<file path="src/rtl/store_buffer.sv">
// store_buffer: delayed, periodic multi-sample capture of in0 into a ring of
// DEPTH registers, with the latest sample on currentValue and a registered
// read-before-write readback port.
module store_buffer #(
   parameter int DELAY_W = 32,
   parameter int DATA_W  = 32,
   parameter int ADDR_W  = 3
) (
   input  logic               clk,
   input  logic               rst,
   input  logic               running,
   input  logic               run,
   output logic               done,
   input  logic [DATA_W-1:0]  in0,
   input  logic [DELAY_W-1:0] delay0,
   input  logic [DELAY_W-1:0] period0,
   input  logic [DELAY_W-1:0] count0,
   input  logic [ADDR_W-1:0]  rdAddr,
   output logic [DATA_W-1:0]  rdData,
   output logic [DATA_W-1:0]  currentValue,
   output logic [DELAY_W-1:0] sampleCount
);

   localparam int DEPTH = 2 ** ADDR_W;
   localparam logic [DELAY_W-1:0] CNT_ONE = DELAY_W'(1);
   localparam logic [ADDR_W-1:0]  PTR_ONE = ADDR_W'(1);

   typedef enum logic [1:0] {
      IDLE    = 2'd0,
      DELAY   = 2'd1,
      CAPTURE = 2'd2
   } state_t;

   state_t             state_q, state_d;
   logic [DELAY_W-1:0] delayCnt_q, delayCnt_d;
   logic [DELAY_W-1:0] periodCnt_q, periodCnt_d;
   logic [DELAY_W-1:0] periodLat_q, periodLat_d;
   logic [DELAY_W-1:0] countLat_q, countLat_d;
   logic [DELAY_W-1:0] sampleCount_q, sampleCount_d;
   logic [ADDR_W-1:0]  wrPtr_q, wrPtr_d;
   logic [DATA_W-1:0]  currentValue_q, currentValue_d;
   logic               done_q, done_d;
   logic               capture;
   logic [DATA_W-1:0]  ring_q [DEPTH];
   logic [DATA_W-1:0]  rdData_q;

   // Next-state logic: run restarts everything, otherwise advance only while running.
   always_comb begin
      state_d        = state_q;
      delayCnt_d     = delayCnt_q;
      periodCnt_d    = periodCnt_q;
      periodLat_d    = periodLat_q;
      countLat_d     = countLat_q;
      sampleCount_d  = sampleCount_q;
      wrPtr_d        = wrPtr_q;
      currentValue_d = currentValue_q;
      done_d         = done_q;
      capture        = 1'b0;

      if (run) begin
         periodLat_d   = period0;
         countLat_d    = count0;
         delayCnt_d    = delay0;
         wrPtr_d       = '0;
         sampleCount_d = '0;
         if (count0 == '0) begin
            state_d = IDLE;
            done_d  = 1'b1;
         end else begin
            state_d = DELAY;
            done_d  = 1'b0;
         end
      end else if (running) begin
         case (state_q)
            DELAY: begin
               if (delayCnt_q != '0) begin
                  delayCnt_d = delayCnt_q - CNT_ONE;
               end else begin
                  capture = 1'b1;
                  state_d = CAPTURE;
               end
            end
            CAPTURE: begin
               if (periodCnt_q != '0) begin
                  periodCnt_d = periodCnt_q - CNT_ONE;
               end else if (sampleCount_q < countLat_q) begin
                  capture = 1'b1;
               end
            end
            default: ;
         endcase

         if (capture) begin
            currentValue_d = in0;
            wrPtr_d        = wrPtr_q + PTR_ONE;
            sampleCount_d  = sampleCount_q + CNT_ONE;
            periodCnt_d    = periodLat_q;
            if (sampleCount_q + CNT_ONE == countLat_q) begin
               done_d  = 1'b1;
               state_d = IDLE;
            end
         end
      end
   end

   // Control and counter registers.
   always_ff @(posedge clk or posedge rst) begin
      if (rst) begin
         state_q        <= IDLE;
         delayCnt_q     <= '0;
         periodCnt_q    <= '0;
         periodLat_q    <= '0;
         countLat_q     <= '0;
         sampleCount_q  <= '0;
         wrPtr_q        <= '0;
         currentValue_q <= '0;
         done_q         <= 1'b1;
      end else begin
         state_q        <= state_d;
         delayCnt_q     <= delayCnt_d;
         periodCnt_q    <= periodCnt_d;
         periodLat_q    <= periodLat_d;
         countLat_q     <= countLat_d;
         sampleCount_q  <= sampleCount_d;
         wrPtr_q        <= wrPtr_d;
         currentValue_q <= currentValue_d;
         done_q         <= done_d;
      end
   end

   // Ring storage and readback; nonblocking read gives read-before-write.
   always_ff @(posedge clk or posedge rst) begin
      if (rst) begin
         for (int i = 0; i < DEPTH; i++) begin
            ring_q[i] <= '0;
         end
         rdData_q <= '0;
      end else begin
         if (capture) begin
            ring_q[wrPtr_q] <= in0;
         end
         rdData_q <= ring_q[rdAddr];
      end
   end

   assign done         = done_q;
   assign currentValue = currentValue_q;
   assign sampleCount  = sampleCount_q;
   assign rdData       = rdData_q;

endmodule
</file>
<file path="config.mk">
export PLATFORM = sky130hd
export DESIGN_NAME = store_buffer
export DESIGN_NICKNAME = d
export VERILOG_FILES = /design/src/rtl/store_buffer.sv
export SDC_FILE = /design/constraint.sdc
export NUM_CORES = 1
export LEC_CHECK = 0
export ABC_AREA = 1
export CAP_MARGIN = 20
export CORE_UTILIZATION = 63
export CTS_CLUSTER_DIAMETER = 200
export DETAILED_ROUTE_END_ITERATION = 6
export GPL_TIMING_DRIVEN = 0
export PLACE_DENSITY = 0.88
export SLEW_MARGIN = 10
export SYNTH_ARGS = -nofsm -noshare
export SYNTH_HDL_FRONTEND = slang
export SYNTH_SLANG_ARGS = --single-unit
</file>
<file path="constraint.sdc">
create_clock -name clk -period 52.7 [get_ports clk]
set_input_delay 10.54 -clock clk [delete_from_list [all_inputs] [get_ports clk]]
set_output_delay 10.54 -clock clk [all_outputs]
set_load 0.005 [all_outputs]
</file>
After elaboration in Yosys (flattened, before gate mapping):

Index checks and enable logic that the tools add are counted.

* bitwise gates (word level): 3
* equality and inequality tests: 3
* add/subtract/negate cells: 4
* shift-type cells: 0
* multipliers: 0
* multiplexer cells: 39
* order comparisons: 4
* div/mod/pow operators: 0
* reduce and logical (&&, ||, !) cells: 16

Operators by type and width (count)
* $mux 32: 13
* $bwmux 256: 1
* $bmux 32 s3: 1
* $demux 32 s3: 1
* $reduce_bool 32->1: 2
* $sub 32x1->32 const B: 2
* $add 32x1->32 const B: 1
* $eq 32x32->1: 1
* $logic_not 32->1: 1
* $lt 32x32->1: 1
* $reduce_bool 2->1: 7
* $mux 1: 13
* $mux 2: 6
* $mux 3: 3
* $reduce_and 3->1: 3
* $ge 4x4->1 const B: 2
* $not 3->4: 2
* $lt 4x1->1 const B: 1
* $reduce_and 4->1: 1
* $add 3x1->3 const B: 1
* $eq 2x1->1 const B: 1
* $eq 2x2->1 const B: 1
* $pmux 1 s2: 1
* $reduce_and 2->1: 1
* 2 further kinds: 2

* RAM bits: 0
* latch bits: 0
* memories kept: 0
* ROM bits: 0
* logic and storage cells: 87
* input bits: 135
* output and inout port bits: 97
* bits in registers: 486

Depth between registers and ports, before layout:

Gate-level depths: netlist of run 1.

* depth in word-level cells: 9
* depth in mapped cells: 23
* gate-level depth less buffers: 21

Worst setup path before layout of run 1:

Ideal clock, no wire load.

* path type: input-to-reg
* start point: in run
* end point: reg ring_q[130] (netlist name)
* data required time: 52.579 ns
* arrival time: 11.836 ns
* slack: 40.744 ns
* stages: 11
* buffers on the path: 3
* library setup time: 0.121 ns
* cell sequence: clkbuf_1 > nor2_1 > inv_1 > nor2_8 > nand2_4 > nor2_8 > inv_2 > buf_6 > buf_6 > nand2_1 > o21ai_1

* word-level cells in the longest chain between the ends: 1

RTL lines
* start, declared: RTL line 12 `input logic run,`
* $mux 1: RTL line 60 `if (run) begin`
* end signal, assigned by index: RTL line 140 `ring_q[wrPtr_q] <= in0;`
* end, declared: RTL line 44 `logic [DATA_W-1:0] ring_q [DEPTH];`

No other way between the ends.
A chain may end at the register's enable or synchronous reset.

Worst setup path in the final report of run 1:

* start point: in running
* end point: reg currentValue_q[3] (netlist: currentValue[3])

* word-level cells in the longest chain between the ends: 1

RTL lines
* start, declared: RTL line 11 `input logic running,`
* $reduce_and 3->1 (no line)
* end signal, assigned: RTL line 126 `currentValue_q <= currentValue_d;`
* end, declared: RTL line 41 `logic [DATA_W-1:0] currentValue_q, currentValue_d;`

No other way between the ends.

==> results of run 1 <==
[per-layer routing]
layer  part of all wire, %  GRT usage (%)  vias to the layer above
met1                    37           50.9                    11400
met5                 0.014              0                        -
li1                      -              -                    10900
met3                    11           9.60                      392
met4                   6.3           26.9                        2
met2                    46           64.5                     1610
[logic make-up after synthesis]
family	after synthesis	synth area share [%]
multiplexers	8	0.326
flip-flops	486	49.6
AO/OA/AOI/OAI	472	10.6
adder cells (fa/ha/maj)	38	1.94
buffers and inverters	430	6.98
AND/OR/NAND/NOR	1790	29.3
XOR/XNOR	35	1.31
[worst register-to-register path: stages (launching register included)]
cell and delay (ns):
dfrtp_1 0.36, inv_1 0.16, ha_1 0.25, nand3_1 0.18, nor2_2 0.25, nand2_2 0.13, nor2_4 0.13, nand3_1 0.24
nor2_1 0.17, nand2_1 0.10, nand2_2 0.09, nand2_4 0.12, nor2_8 0.17, buf_2 0.43, clkbuf_1 0.67, o21ai_0 0.20
inv_1 0.09
[registers in the layout, summed over array words and instances (netlist names)]
name          flops
periodCnt_q      32
rdData           32
delayCnt_q       32
wrPtr_q           3
sampleCount      32
state_q           2
ring_q          256
done              1
periodLat_q      32
currentValue     32
countLat_q       32
[worst max-delay path by stage]
stage | endpoint | depth (start not counted) | from
2_1_floorplan | countLat_q[0] | 1 | rst
3_3_place_gp | ring_q[100] | 2 | rst
3_5_place_dp | currentValue[11] | 9 | running
4_1_cts | currentValue[3] | 9 | running
5_1_grt | currentValue[7] | 9 | running
6_report | currentValue[3] | 9 | running
[power groups by stage]
stage,combinational [mW],clock (mW),sequential [mW]
CTS,0.0820,0.376,0.393
floorplan,0.0453,0,0.399
detailed placement,0.0810,0,0.400
global placement,0.0777,0,0.400
finish,0.0833,0.378,0.394
global route,0.0918,0.391,0.395
[layout make-up]
| class | instances | area, µm² | share of cell area (%) |
|---|---|---|---|
| inverters | 254 | 961 | 3.31 |
| flip-flops and latches | 486 | 12200 | 41.9 |
| clock inverters | 22 | 269 | 0.927 |
| multi-input cells | 2343 | 10700 | 36.8 |
| plain buffers | 176 | 759 | 2.62 |
| diodes | 3 | 7.51 | 0.0259 |
| well taps | 511 | 639 | 2.20 |
| clock buffers | 70 | 1480 | 5.09 |
| repair buffers | 200 | 2070 | 7.14 |
[Yosys cell counts, types with 2 or more instances]
cell type,count
mux2i_1,8
nor3_2,2
nor2_4,8
nand4_1,26
o21ai_0,301
xnor2_1,4
a31oi_1,34
o211ai_1,29
inv_1,242
buf_1,15
a21boi_0,2
o21ai_2,2
or2_2,6
clkbuf_2,22
o21ai_1,17
nand2_4,3
buf_2,45
inv_2,12
nor2_1,1055
o311ai_0,3
nor2_2,3
clkbuf_1,92
buf_6,2
nor4_1,11
nand3_1,144
o221ai_1,5
or2_1,2
nand3b_1,4
dfrtp_1,485
nand2_2,3
nor2_8,2
nor3_1,10
o21a_1,2
ha_1,38
nand2_1,508
a21oi_1,24
xor2_1,30
o22ai_1,49
and2_1,3
==> impl_results.md, run 1 <==
* Syn Area/Cell at 7.53 µm²
* Flop pwr share at 46.1%
* Worst reg2reg setup slack at 48.91 ns
* Hold Path Origin: periodLat_q[13]
* Post-CTS Setup Bufs at 0
* Inserted Clock Buffers at 50
* Die width at 199 µm
* Final Cycle Share at 24.0%
* FF-to-FF Start: periodCnt_q[0]
* Synth Instances at 3259
* Total track usage at 41.0%
* Mapped Area at 24500 µm²
* Clk_skew at 0.0263 ns
* Worst setup SP type: input port
* Violated checks: design-rule violations
* TritonCTS clock tree: built
* Ranking of synthesized cells by area: dfrtp_1, nor2_1, nand2_1, o21ai_0, inv_1
* Worst skew pair latency at 0.62 ns
* Clock Tree Buf Depth at 3
* Leading cell types in the layout, fill and taps excluded: nor2_1, nand2_1, dfrtp_1, o21ai_0, inv_1
* Setup CP Type: in2reg
* Comb pwr share at 9.8%
* Final TNS setup at 0 ns
* Switch share at 25.5%
* Cell count of the worst hold path at 2
* Per-cell routed wire length at 19.6 µm
* Worst slew pin tran at 0.920 ns
* EDFF count, synth at 0
* DP HPWL at 55400 µm
* IR drop worst, VDD at 0.0270 mV
* Post-Place Cells at 3970
* Fin crit period at 12.65 ns
* Initial drt markers at 2777
* NetSw at 0.218 mW
* Syn-to-layout area delta at 18.2%
* Place WS at 39.54 ns
* Total number of vias at 24200
* Syn Nets at 3432
* P_int at 0.636 mW
* Final Wtd Congestion at 0.958
* H-tree levels at 2
* Cell Area, Placed at 27300 µm²
* Sequential element share of the synthesized area at 49.6%
* Crit path max fanout at 10
* Share of layout cells above drive strength 1 at 5.74%
* Ys async rst share at 100%
* WP buf/inv at 6
* Critical Path Sink Type: register
* Root Buffer: clkbuf_16
* Post-layout instance area at 29000 µm²
* Hold_buf cts at 0
* Pwr Total at 0.855 mW
* Clock share of power at 44.2%
* Clock sinks at 486
* CP max stage cell: clkbuf_1
* Ys flop type: dfrtp_1
* Hold Slack at 0.472 ns
* Yosys reg bits at 486
* Crit path cell chain: clkdlybuf4s50_1 > inv_1 > nor2_1 > inv_1 > nor2_8 > buf_2 > clkbuf_1 > o21ai_0 > inv_1
* Top Ports at 232
* Global-route wire length before repair at 125000 µm
* Core footprint at 38000 µm²
* Max_slew headroom at 38.6%
* Reg2Reg Depth at 16
* Hold Path Class: reg2reg
* Worst Path Arrival at 13.20 ns
* Commonest non-fill, non-tap cell in the layout: nor2_1
* Vias in the first global route at 24300
* Finished Layout Cells at 4065
* Post-DR vias/cell at 5.97
* Crit-path leading delay family: buffers and inverters
* Max frequency at 79.1 MHz
* Starting density of the core at 64.5%
* Crit-path max cell delay at 0.66 ns
* Reg2reg end: currentValue[3]
* Layout Utilization at 76.3%
* Status: complete, but fails checks
* Routed wire length at 79800 µm
* # DRC at 2
* Drt pass-1 iters at 7
* Initial antenna violation count at 4
* WHS Endpoint: periodLat_q[13]
* PwrDens at 29.5 nW/µm²
* RSZ-0062 raised after global routing: false
* GR Overflow Total at 0
* Final Net Count at 3684
* Data required time of the critical path at 53.26 ns
* Setup Viol. Count Final at 0
* Reported max-cap violation count at 0
* Leakage power at 14.0 nW
* Pin count of the biggest net entering global routing at 118
* Post-synth top area cell: dfrtp_1
* Antenna-violating nets left at 0
* Filler instances at 2809
* Most frequent CP cell: inv_1
* IO Port Bufs at 196
* Row cnt at 71
* Die Ht at 199 µm
* Area of the die at 39700 µm²
* Synth cell types at 45
* Cells resized by post-CTS repair at 0
* Clock transition at the registers of the reported paths at 0.06 ns
* Final Max Tran Viols at 0
* YS warnings at 0
* Hold violation count in the final report at 0
* Top cell type's share of synthesized area at 49.5%
* Final worst setup slack at 40.05 ns
No activity file was read; power rests on OpenSTA's default activity.
==> inputs of run 2 (changes only) <==
--- a/config.mk
+++ b/config.mk
@@ -7,11 +7,11 @@
 export LEC_CHECK = 0
 export ABC_AREA = 1
 export CAP_MARGIN = 20
-export CORE_UTILIZATION = 63
+export CORE_UTILIZATION = 58
 export CTS_CLUSTER_DIAMETER = 200
 export DETAILED_ROUTE_END_ITERATION = 6
 export GPL_TIMING_DRIVEN = 0
-export PLACE_DENSITY = 0.88
+export PLACE_DENSITY = 0.82
 export SLEW_MARGIN = 10
 export SYNTH_ARGS = -nofsm -noshare
 export SYNTH_HDL_FRONTEND = slang
==> constraint.sdc (replaced) <==
create_clock -name clk -period 11.7 [get_ports clk]
set_input_delay 2.34 -clock clk [delete_from_list [all_inputs] [get_ports clk]]
set_output_delay 2.34 -clock clk [all_outputs]
set_load 0.005 [all_outputs]
==> run 2 against run 1 <==
Against the previous run:
- the flow now finishes without violations
- critical endpoint is now rdData[16]
- utilization is 5.4 points lower
- design area is 0.97% higher
- setup slack worse by 33 ns
- critical path depth is 1 lower
- die area is 8.5% higher
- sequential share of layout area is 0.40 points lower
- combinational power grew to 4.5 times the previous value
- first-iteration DRC count is 14% lower
- largest cell class unchanged
- worst hold slack better by 0.0018 ns
- sequential power grew to 4.5 times the previous value
==> impl_results.md, run 2 (same netlist as run 1, synthesis figures left out) <==
* Row cnt at 74 (+4.2%)
* Place WS at 6.81 ns (-32.73 ns)
* Antenna-violating nets left at 0 (unchanged)
* Top Ports at 232 (unchanged)
* Final Cycle Share at 37.1%
* CP max stage cell: clkbuf_1
* Setup CP Type: in2reg
* Max frequency at 230 MHz
* Crit-path max cell delay at 0.57 ns (-0.09 ns)
* Final worst setup slack at 7.36 ns (-32.70 ns)
* IR drop worst, VDD at 0.0983 mV (+260%)
* Commonest non-fill, non-tap cell in the layout: nor2_1
* WL met1 at 29300 µm (+0.19%)
* Total number of vias at 23900 (-1.5%)
* Reg2reg end: periodCnt_q[10]
* Cell Area, Placed at 27500 µm² (+0.71%)
* Final Wtd Congestion at 0.928 (-3.1%)
* Hold_buf cts at 0 (unchanged)
* TritonCTS clock tree: built
* Initial drt markers at 2402 (-14%)
* Reg2Reg Depth at 14 (-2)
* Hold Slack at 0.474 ns (+0.00182 ns)
* GR Overflow Total at 0 (unchanged)
* Syn-to-layout area delta at 19.4%
* Met3 WL at 7530 µm (-16%)
* Worst setup SP type: input port
* Crit path max fanout at 10 (unchanged)
* Routed wl met2 at 36600 µm (about the same)
* Hold Path Class: reg2reg
* Top layer in use: met4
* Clk_skew at 0.0210 ns (-0.00527 ns)
* Worst skew pair latency at 0.62 ns (about the same)
* Worst slew pin tran at 0.876 ns (-0.0439 ns)
* Status: finished clean
* Inserted Clock Buffers at 53 (+6.0%)
* Die Ht at 208 µm (+4.2%)
* Post-DR vias/cell at 5.82 (-2.4%)
* Number of flip-flops under the largest register name at 256 (unchanged)
* Hold violation count in the final report at 0 (unchanged)
* Share of layout cells above drive strength 1 at 6.00% (+0.25 points)
* H-tree levels at 2 (unchanged)
* Core footprint at 41300 µm² (+8.6%)
* Crit path cell chain: clkbuf_1 > inv_1 > clkbuf_1 > clkbuf_1 > o21ai_0 > o22ai_1 > nor2_1 > a31oi_1
* Vias in the first global route at 23800 (-1.9%)
* Most flops, register: ring_q
* Reported max-cap violation count at 0 (unchanged)
* Area of the die at 43100 µm² (+8.5%)
* DP HPWL at 55400 µm (+0.10%)
* Clock transition at the registers of the reported paths at 0.06 ns (about the same)
* Critical path endpoint: rdData[16]
* Crit path launch: rdAddr[0]
* Initial antenna violation count at 3 (-1)
* Data required time of the critical path at 12.15 ns (-41.11 ns)
* Die width at 208 µm (+4.2%)
* Fin crit period at 4.34 ns
* Total track usage at 36.1% (-4.9 points)
* Root Buffer: clkbuf_16
* Cells resized by post-CTS repair at 0 (unchanged)
* Post-CTS Setup Bufs at 0 (unchanged)
* Layout Utilization at 70.9% (-5.4 points)
* Routed wire length at 77700 µm (-2.7%)
* Global-route wire length before repair at 123000 µm (-1.4%)
* RSZ-0062 raised after global routing: false
* Leakage power at 14.1 nW (+0.81%)
* Most frequent CP cell: clkbuf_1
* Pin count of the biggest net entering global routing at 41 (-65%)
* Leading cell types in the layout, fill and taps excluded: nor2_1, nand2_1, dfrtp_1, o21ai_0, inv_1
* Worst Path Arrival at 4.79 ns (-8.41 ns)
* Hold Path Origin: periodLat_q[23]
* # DRC at 0 (-2)
* Critical Path Sink Type: register
* Max_slew headroom at 41.6% (+2.9 points)
* Drt pass-1 iters at 6 (-1)
* PwrDens at 134 nW/µm² (+360%)
* Clock Tree Buf Depth at 3 (unchanged)
* Setup Viol. Count Final at 0 (unchanged)
* Starting density of the core at 59.4% (-5.1 points)
* IO Port Bufs at 196 (unchanged)
* FF-to-FF Start: periodCnt_q[0]
* Per-cell routed wire length at 18.9 µm (-3.6%)
* Clock sinks at 486 (unchanged)
* Final Net Count at 3697 (+0.35%)
* Final Max Tran Viols at 0 (unchanged)
* Worst reg2reg setup slack at 8.09 ns (-40.82 ns)
* Post-layout instance area at 29300 µm² (+0.97%)
run 2: cell count changes in the layout (fill, tap and decap cells not counted), sizes merged:
cell	previous run	this run
buf	66	76
bufinv	5	8
clkinv	14	16
clkbuf	184	185
clkinvlp	2	3
inv	255	254
run 2: where the power goes:
| part | switching [mW] | total [mW] | internal [mW] | leakage [nW] |
|---|---|---|---|---|
| clock | 0.716 | 1.78 | 1.06 | 0.907 |
| sequential | 0.0361 | 1.77 | 1.74 | 6.36 |
| combinational | 0.234 | 0.378 | 0.144 | 6.86 |
| total | 0.986 | 3.93 | 2.94 | 14.1 |
run 2: worst max-delay path: cells and delay by family:
kind / cells / cell delay [ns]
buffers and inverters: 4 / 1.57
AOI/OAI and AO/OA: 3 / 0.80
and+or+nand+nor: 1 / 0.06
run 2: how the worst min path moves through the flow:
stage	endpoint	slack [ns]	depth (start not counted)
after floorplan	periodLat_q[13]	0.43	2
after global placement	ring_q[159]	0.45	2
after detailed placement	periodLat_q[5]	0.46	2
after CTS	periodLat_q[23]	0.47	2
after global routing	periodLat_q[29]	0.48	2
final	periodLat_q[23]	0.47	2
run 2: layout make-up:
class,instances,area (µm²)
sequential,486,12200
tap,532,666
fill,3301,12000
clock inverter,27,358
buffer,176,759
timing repair buffer,210,2240
multi-input combinational,2343,10700
clock buffer,71,1480
inverter,254,957
antenna,3,7.51
run 2: routing by layer:
layer  vias up  track usage (%)
li1      10900                -
met1     11400             44.5
met2      1288             59.1
met3       313             8.53
met4         0             19.3
met5         -                0
run 2: through the flow:
| stage | instances | TNS [ns] | power [mW] |
|---|---|---|---|
| 3_5_place_dp | 4001 | 0 | 2.17 |
| 5_1_grt | 4102 | 0 | 4.04 |
| 3_3_place_gp | 3987 | -64.81 | 2.15 |
| 6_report | 4102 | 0 | 3.93 |
| 4_1_cts | 4099 | 0 | 3.92 |
| 2_1_floorplan | 3259 | 0 | 2.00 |
